===== src/rtl/aes_cbc_ctrl.sv =====
// aes_cbc_ctrl
//   CBC chaining controller in front of an iterative AES-128 core. Accepts one
//   128-bit block at a time, XORs in the chaining value on the encrypt side
//   (or after the core on the decrypt side), drives the core through an
//   init/valid handshake and presents each result on a ready/valid stream.
//
// Ports
//   clk_in, rst_in         clock, asynchronous active-high reset
//   start_in               pulse: latch key_in/iv_in/mode_in, open a chain
//   mode_in                1 = encrypt, 0 = decrypt
//   key_in, iv_in          AES-128 key and initial chaining value
//   s_valid_in/s_ready_out/s_data_in/s_last_in    input block stream
//   m_valid_out/m_ready_in/m_data_out/m_last_out  result stream
//   core_init_out/core_mode_out/core_key_out/core_data_out  to aes_core
//   core_data_in/core_valid_in                    from aes_core
//   busy_out               chain in progress (not IDLE, not ERROR)
//   error_out              core timed out; cleared by start_in or reset
//
// All 128-bit values use the core's row-major byte layout; every XOR here is
// a plain bitwise XOR, so no byte reordering ever happens in this block.
module aes_cbc_ctrl #(
  parameter int MAX_WAIT = 255
) (
  input  logic         clk_in,
  input  logic         rst_in,
  input  logic         start_in,
  input  logic         mode_in,
  input  logic [127:0] key_in,
  input  logic [127:0] iv_in,
  input  logic         s_valid_in,
  output logic         s_ready_out,
  input  logic [127:0] s_data_in,
  input  logic         s_last_in,
  output logic         m_valid_out,
  input  logic         m_ready_in,
  output logic [127:0] m_data_out,
  output logic         m_last_out,
  output logic         core_init_out,
  output logic         core_mode_out,
  output logic [127:0] core_key_out,
  output logic [127:0] core_data_out,
  input  logic [127:0] core_data_in,
  input  logic         core_valid_in,
  output logic         busy_out,
  output logic         error_out
);

  localparam int CW = (MAX_WAIT < 2) ? 1 : $clog2(MAX_WAIT + 1);

  typedef enum logic [2:0] {IDLE, ACCEPT, ISSUE, WAIT, OUTPUT, ERROR} state_t;

  state_t          state;
  logic [127:0]    chain_q;   // current chaining value
  logic [127:0]    blk_q;     // accepted block; becomes next chain on decrypt
  logic            last_q;
  logic [CW-1:0]   wait_cnt;

  // Every output is a register written only here, so outputs never glitch and
  // all of them drop to zero the moment rst_in rises.
  always_ff @(posedge clk_in or posedge rst_in) begin
    if (rst_in) begin
      state         <= IDLE;
      chain_q       <= '0;
      blk_q         <= '0;
      last_q        <= 1'b0;
      wait_cnt      <= '0;
      s_ready_out   <= 1'b0;
      m_valid_out   <= 1'b0;
      m_data_out    <= '0;
      m_last_out    <= 1'b0;
      core_init_out <= 1'b0;
      core_mode_out <= 1'b0;
      core_key_out  <= '0;
      core_data_out <= '0;
      busy_out      <= 1'b0;
      error_out     <= 1'b0;
    end else begin
      core_init_out <= 1'b0;
      case (state)
        IDLE, ERROR: begin
          if (start_in) begin
            core_key_out  <= key_in;
            core_mode_out <= mode_in;
            chain_q       <= iv_in;
            error_out     <= 1'b0;
            busy_out      <= 1'b1;
            s_ready_out   <= 1'b1;
            state         <= ACCEPT;
          end
        end
        ACCEPT: begin
          // s_ready_out is always high here, so s_valid_in alone is the handshake
          if (s_valid_in) begin
            blk_q         <= s_data_in;
            last_q        <= s_last_in;
            core_data_out <= core_mode_out ? (s_data_in ^ chain_q) : s_data_in;
            s_ready_out   <= 1'b0;
            core_init_out <= 1'b1;
            state         <= ISSUE;
          end
        end
        ISSUE: begin
          wait_cnt <= '0;
          state    <= WAIT;
        end
        WAIT: begin
          // First WAIT cycle may still show the previous operation's valid,
          // so it is never sampled. A valid on the last allowed cycle beats
          // the timeout.
          if (wait_cnt != '0 && core_valid_in) begin
            m_data_out  <= core_mode_out ? core_data_in : (core_data_in ^ chain_q);
            chain_q     <= core_mode_out ? core_data_in : blk_q;
            m_last_out  <= last_q;
            m_valid_out <= 1'b1;
            state       <= OUTPUT;
          end else if (wait_cnt == CW'(MAX_WAIT - 1)) begin
            error_out <= 1'b1;
            busy_out  <= 1'b0;
            state     <= ERROR;
          end else begin
            wait_cnt <= wait_cnt + 1'b1;
          end
        end
        OUTPUT: begin
          if (m_ready_in) begin
            m_valid_out <= 1'b0;
            if (last_q) begin
              busy_out <= 1'b0;
              state    <= IDLE;
            end else begin
              s_ready_out <= 1'b1;
              state       <= ACCEPT;
            end
          end
        end
        default: state <= IDLE;
      endcase
    end
  end

endmodule


===== config.mk =====
export PLATFORM = sky130hd
export DESIGN_NAME = aes_cbc_ctrl
export DESIGN_NICKNAME = d
export VERILOG_FILES = /design/src/rtl/aes_cbc_ctrl.sv
export SDC_FILE = /design/constraint.sdc
export NUM_CORES = 2
export LEC_CHECK = 0
export ABC_AREA = 1
export CORE_AREA = 2 2 353 355
export DETAILED_ROUTE_END_ITERATION = 6
export DIE_AREA = 0 0 355 357
export HOLD_SLACK_MARGIN = 0.03
export PLACE_DENSITY = 0.49
export SYNTH_ARGS = -nofsm -noshare
export SYNTH_HDL_FRONTEND = slang
export SYNTH_SLANG_ARGS = --single-unit

===== constraint.sdc =====
create_clock -name clk_in -period 26.5 [get_ports clk_in]
set_input_delay 5.3 -clock clk_in [delete_from_list [all_inputs] [get_ports clk_in]]
set_output_delay 5.3 -clock clk_in [all_outputs]
set_load 0.02 [all_outputs]

; Word level (Yosys, flattened, before mapping)
; Index checks and enable logic that the tools add are counted.
[word_totals]
input_bits = 520
word_cells = 88
out_inout_bits = 391
register_bits = 659
[classes]
n_bitwise = 2
n_addsub = 1
reduce_logical = 19
n_mux = 35
n_eq_ne = 16
[ops]
columns = cell, n
row1 = $mux 128, 5
row2 = $pmux 128 s2, 1
row3 = $xor 128x128->128, 2
row4 = $ne 2x2->1 const B, 9
row5 = $mux 1, 16
row6 = $mux 8, 2
row7 = $pmux 8 s2, 1
row8 = $mux 3, 5
row9 = $pmux 3 s5, 1
row10 = $reduce_and 3->1, 3
row11 = $add 8x1->8 const B, 1
row12 = $eq 8x8->1 const B, 1
row13 = $reduce_and 4->1, 2
row14 = $reduce_bool 8->1, 1
row15 = $eq 3x2->1 const B, 2
row16 = $eq 3x3->1 const B, 2
row17 = $pmux 1 s3, 2
row18 = $reduce_and 2->1, 3
row19 = $reduce_and 6->1, 1
row20 = $reduce_bool 2->1, 3
row21 = $reduce_bool 3->1, 2
row22 = $reduce_and 5->1, 1
row23 = $pmux 1 s2, 2
row24 = $eq 3x1->1 const B, 1
row25 = other kinds (4), 4

; Depth between registers and ports, before layout
[depth]
depth_word = 4
mapped_depth = 13
depth_no_buf = 11

; Worst setup path before layout
; Ideal clock, no wire load.
[synth_path]
path_kind = input to register
startpoint = in s_valid_in
endpoint = reg blk_q[0]
path_buffers = 3
path_stages = 6
arrival_time_ns = 5.982
path_slack_ns = 20.401
t_required_ns = 26.384
cell_sequence = nand3_2 > buf_6 > buf_2 > buf_2 > nand2_1 > nand2_1
[synth_via]
elab_chain_len = 1
[synth_rtl]
columns = item, line
row1 = start: declaration, 30  ; input logic s_valid_in,
row2 = $reduce_and 2->1 (no line), n/a
row3 = end signal: assignment, 94  ; blk_q <= s_data_in;
row4 = end: declaration, 54  ; logic [127:0] blk_q;
; Every way passes these cells.
; A chain may end at the register's enable or synchronous reset.

==> results.md <==
- Reg clk slew, reported paths: 0.06 ns
- Syn nets: 4,247
- Fin crit share: 31.0%
- Share of cells above drive strength 1: 3.65%
- Max_cap viols: 0
- # resized after CTS: 0
- Wire per inst: 19.9 µm
- CTS tree: yes
- Worst Setup Slack, final: 18.28 ns
- Fin nets: 5,027
- Worst Path Max Fanout: 159
- Worst r2r src: state[2]
- Synth Cell Area: 30,900 µm²
- Number of synthesized flops with an enable pin: 0
- Crit path kind: in2async
- Post-synthesis instance total: 3,724
- Initial DRC count: 1,808
- Wire length on met3: 10,000 µm
- Largest net degree at the start of global routing: 194
- Register bit total from synthesis: 659
- Delay-heaviest family, CP: buffers and inverters
- Hold Crit Start: m_valid_out
- Top cell by count, worst path: buf_4
- Die Width: 355 µm
- Vias/cell: 4.40
- WHS Path Cells: 2
- Critical Path AT: 8.86 ns
- Fin. Hold Viols: 0
- Die area: 127,000 µm²
- DP Worst Slack: 17.39 ns
- CTS Buf Count: 84
- Met1 Wirelength: 50,600 µm
- ANT nets after route: 0
- CP Depth: 5
- Hold buffers post-CTS: 0
- CP startpoint kind: input pin
- Relative slew slack: 15.9%
- DRC Markers: 0
- Post-CTS setup buffer count: 0
- VDD IR-drop max: 58.1 µV
- Global route overflow: 0
- Initial antenna violation count: 42
- # IOs: 911
- CP max stage delay: 0.88 ns
- Final setup TNS: 0 ns
- FP Rows: 129
- Unique masters post-synth: 29
- CTS root buf: clkbuf_16
- Synth area leader: dfrtp_1
- Syn avg cell area: 8.29 µm²
- Final Max Slew Viols: 0
- LEAKAGE: 0.0201 µW
- # H-tree levels: 3
- Most common cell after layout, fill and taps aside: nand2_1
- Port Buf Inserts: 910
- Final min period: 8.22 ns
- Fmax: 122 MHz
- Unrepaired setup endpoints after global routing: false
- R2R depth: 9
- CTS sink count: 659
- Hold Crit Class: reg2reg
- Crit-path cells: clkdlybuf4s50_1, inv_8, buf_4, buf_12, buf_4
- WL final: 124,000 µm
- Crit path from: rst_in
- Final setup viols: 0
- Drt pass-1 iters: 5
- Dominant synthesized flop cell: dfrtp_1
- Vias in the first global route: 27,200
- Placed cells: 6,055
- Synth warn: 0
- CP required: 27.13 ns
- Sequential area share after synthesis: 53.4%
- Yosys top cell area share: 53.4%
- Worst path bufs/invs: 5
- GP Congestion: 0.818
- Worst setup EP type: async pin
- Tightest Pin Transition: 1.26 ns
- Routed via count: 27,300
- Worst skew pair latency: 0.66 ns
- Most frequent cells in the layout: nand2_1 (1,714), clkdlybuf4s50_1 (910), dfrtp_1 (658)
- Highest Signal Layer: met5
- Metal2 WL: 59,400 µm
- Gr usage total: 18.9%
- Synth area leaders: dfrtp_1 (53%), nand2_1 (21%), nand3_1 (4.4%)
- Pwr Total: 5160 µW
- Clock skew: 0.0263 ns
- First-pass GRT wire length: 181,000 µm
- Die H: 357 µm
- Flop2flop setup slack: 22.23 ns
- Layout Area Growth over Synthesis: 42.3%
- Core area: 123,000 µm²
- CP max stage cell: buf_4
- Non-Filler Instances: 6,220
- CTS Buffer Depth: 3
- Status: finished, final reports clean
- Initial core utilization: 25.1%
- Fraction of registers with async set/reset: 100%
- Post-DP HPWL: 83,600 µm
- Power Density: 117 nW/µm²
[registers in the layout, summed over array words and instances (netlist names)]
register and flops:
state 3, wait_cnt 8, busy_out 1, chain_q 128, m_last_out 1, m_valid_out 1
core_init_out 1, blk_q 128, core_data_out 128, s_ready_out 1, core_mode_out 1, error_out 1
core_key_out 128, last_q 1, m_data_out 128
[Yosys cell counts, drive strengths merged, types with 2 or more instances]
library cell	n
clkbuf	67
o21ai	264
xor2	133
xnor2	129
inv	148
ha	3
o211ai	128
nand2	1719
clkinv	2
nor2	20
dfrtp	659
buf	174
nand3	273
a21oi	2
[stage by stage]
stage / instance area [µm²] / utilization, % / hold WS [ns]
finish: 43900 / 35.7 / 0.473
global route: 43900 / 35.7 / 0.490
CTS: 43800 / 35.6 / 0.480
detailed placement: 41100 / 33.4 / 0.464
global placement: 41100 / 33.4 / 0.456
floorplan: 30900 / - / 0.449
[worst reg2reg max path, delay by kind of cell, from the launching register on]
family                 cells  cell delay [ns]
buffers and inverters      3             1.75
and+or+nand+nor            5             1.71
AOI/OAI and AO/OA          1             0.30
DFF                        1             0.43
[routing by layer]
metal / vias to the layer above / global-route usage [%]
met1: 12900 / 23.1
met3: 170 / 5.77
met2: 929 / 30.8
met5: - / 0
met4: 20 / 7.80
li1: 13300 / -
[path summary, 6_finish.rpt]
| check | end |
|---|---|
| worst max-delay path | blk_q[76] |
| worst min-delay path | m_valid_out |
| worst max register to register | chain_q[7] |
| worst min register to register | m_valid_out |
| max in group clk_in | chain_q[7] |
| min in group asynchronous | core_data_out[119] |
[where the power goes]
group / total (µW) / switching, µW / internal [µW]
Sequential: 1730 / 290 / 1440
Clock: 1150 / 477 / 670
Combinational: 2280 / 1360 / 911
[logic make-up (layout without fill, tap and decap cells)]
logic type / Yosys count / after routing / synth area share [%]
compound gates: 395 / 395 / 7.45
xor+xnor: 262 / 262 / 7.44
simple gates: 2014 / 2014 / 25.8
other cells: 0 / 29 / 0
buf+inv: 391 / 1221 / 5.76
flops: 659 / 659 / 53.4
fa+ha+maj: 3 / 3 / 0.122
[area by class of cell]
| type | instances | area (µm²) |
|---|---|---|
| clock buffers | 118 | 2440 |
| clock inverters | 18 | 256 |
| flip-flops and latches | 659 | 16500 |
| diodes | 29 | 72.6 |
| inverters | 150 | 586 |
| well taps | 1637 | 2050 |
| multi-input cells | 2674 | 12600 |
| repair buffers | 935 | 9370 |
| fillers | 12900 | 79100 |
Power figures use the tool's default switching activity.
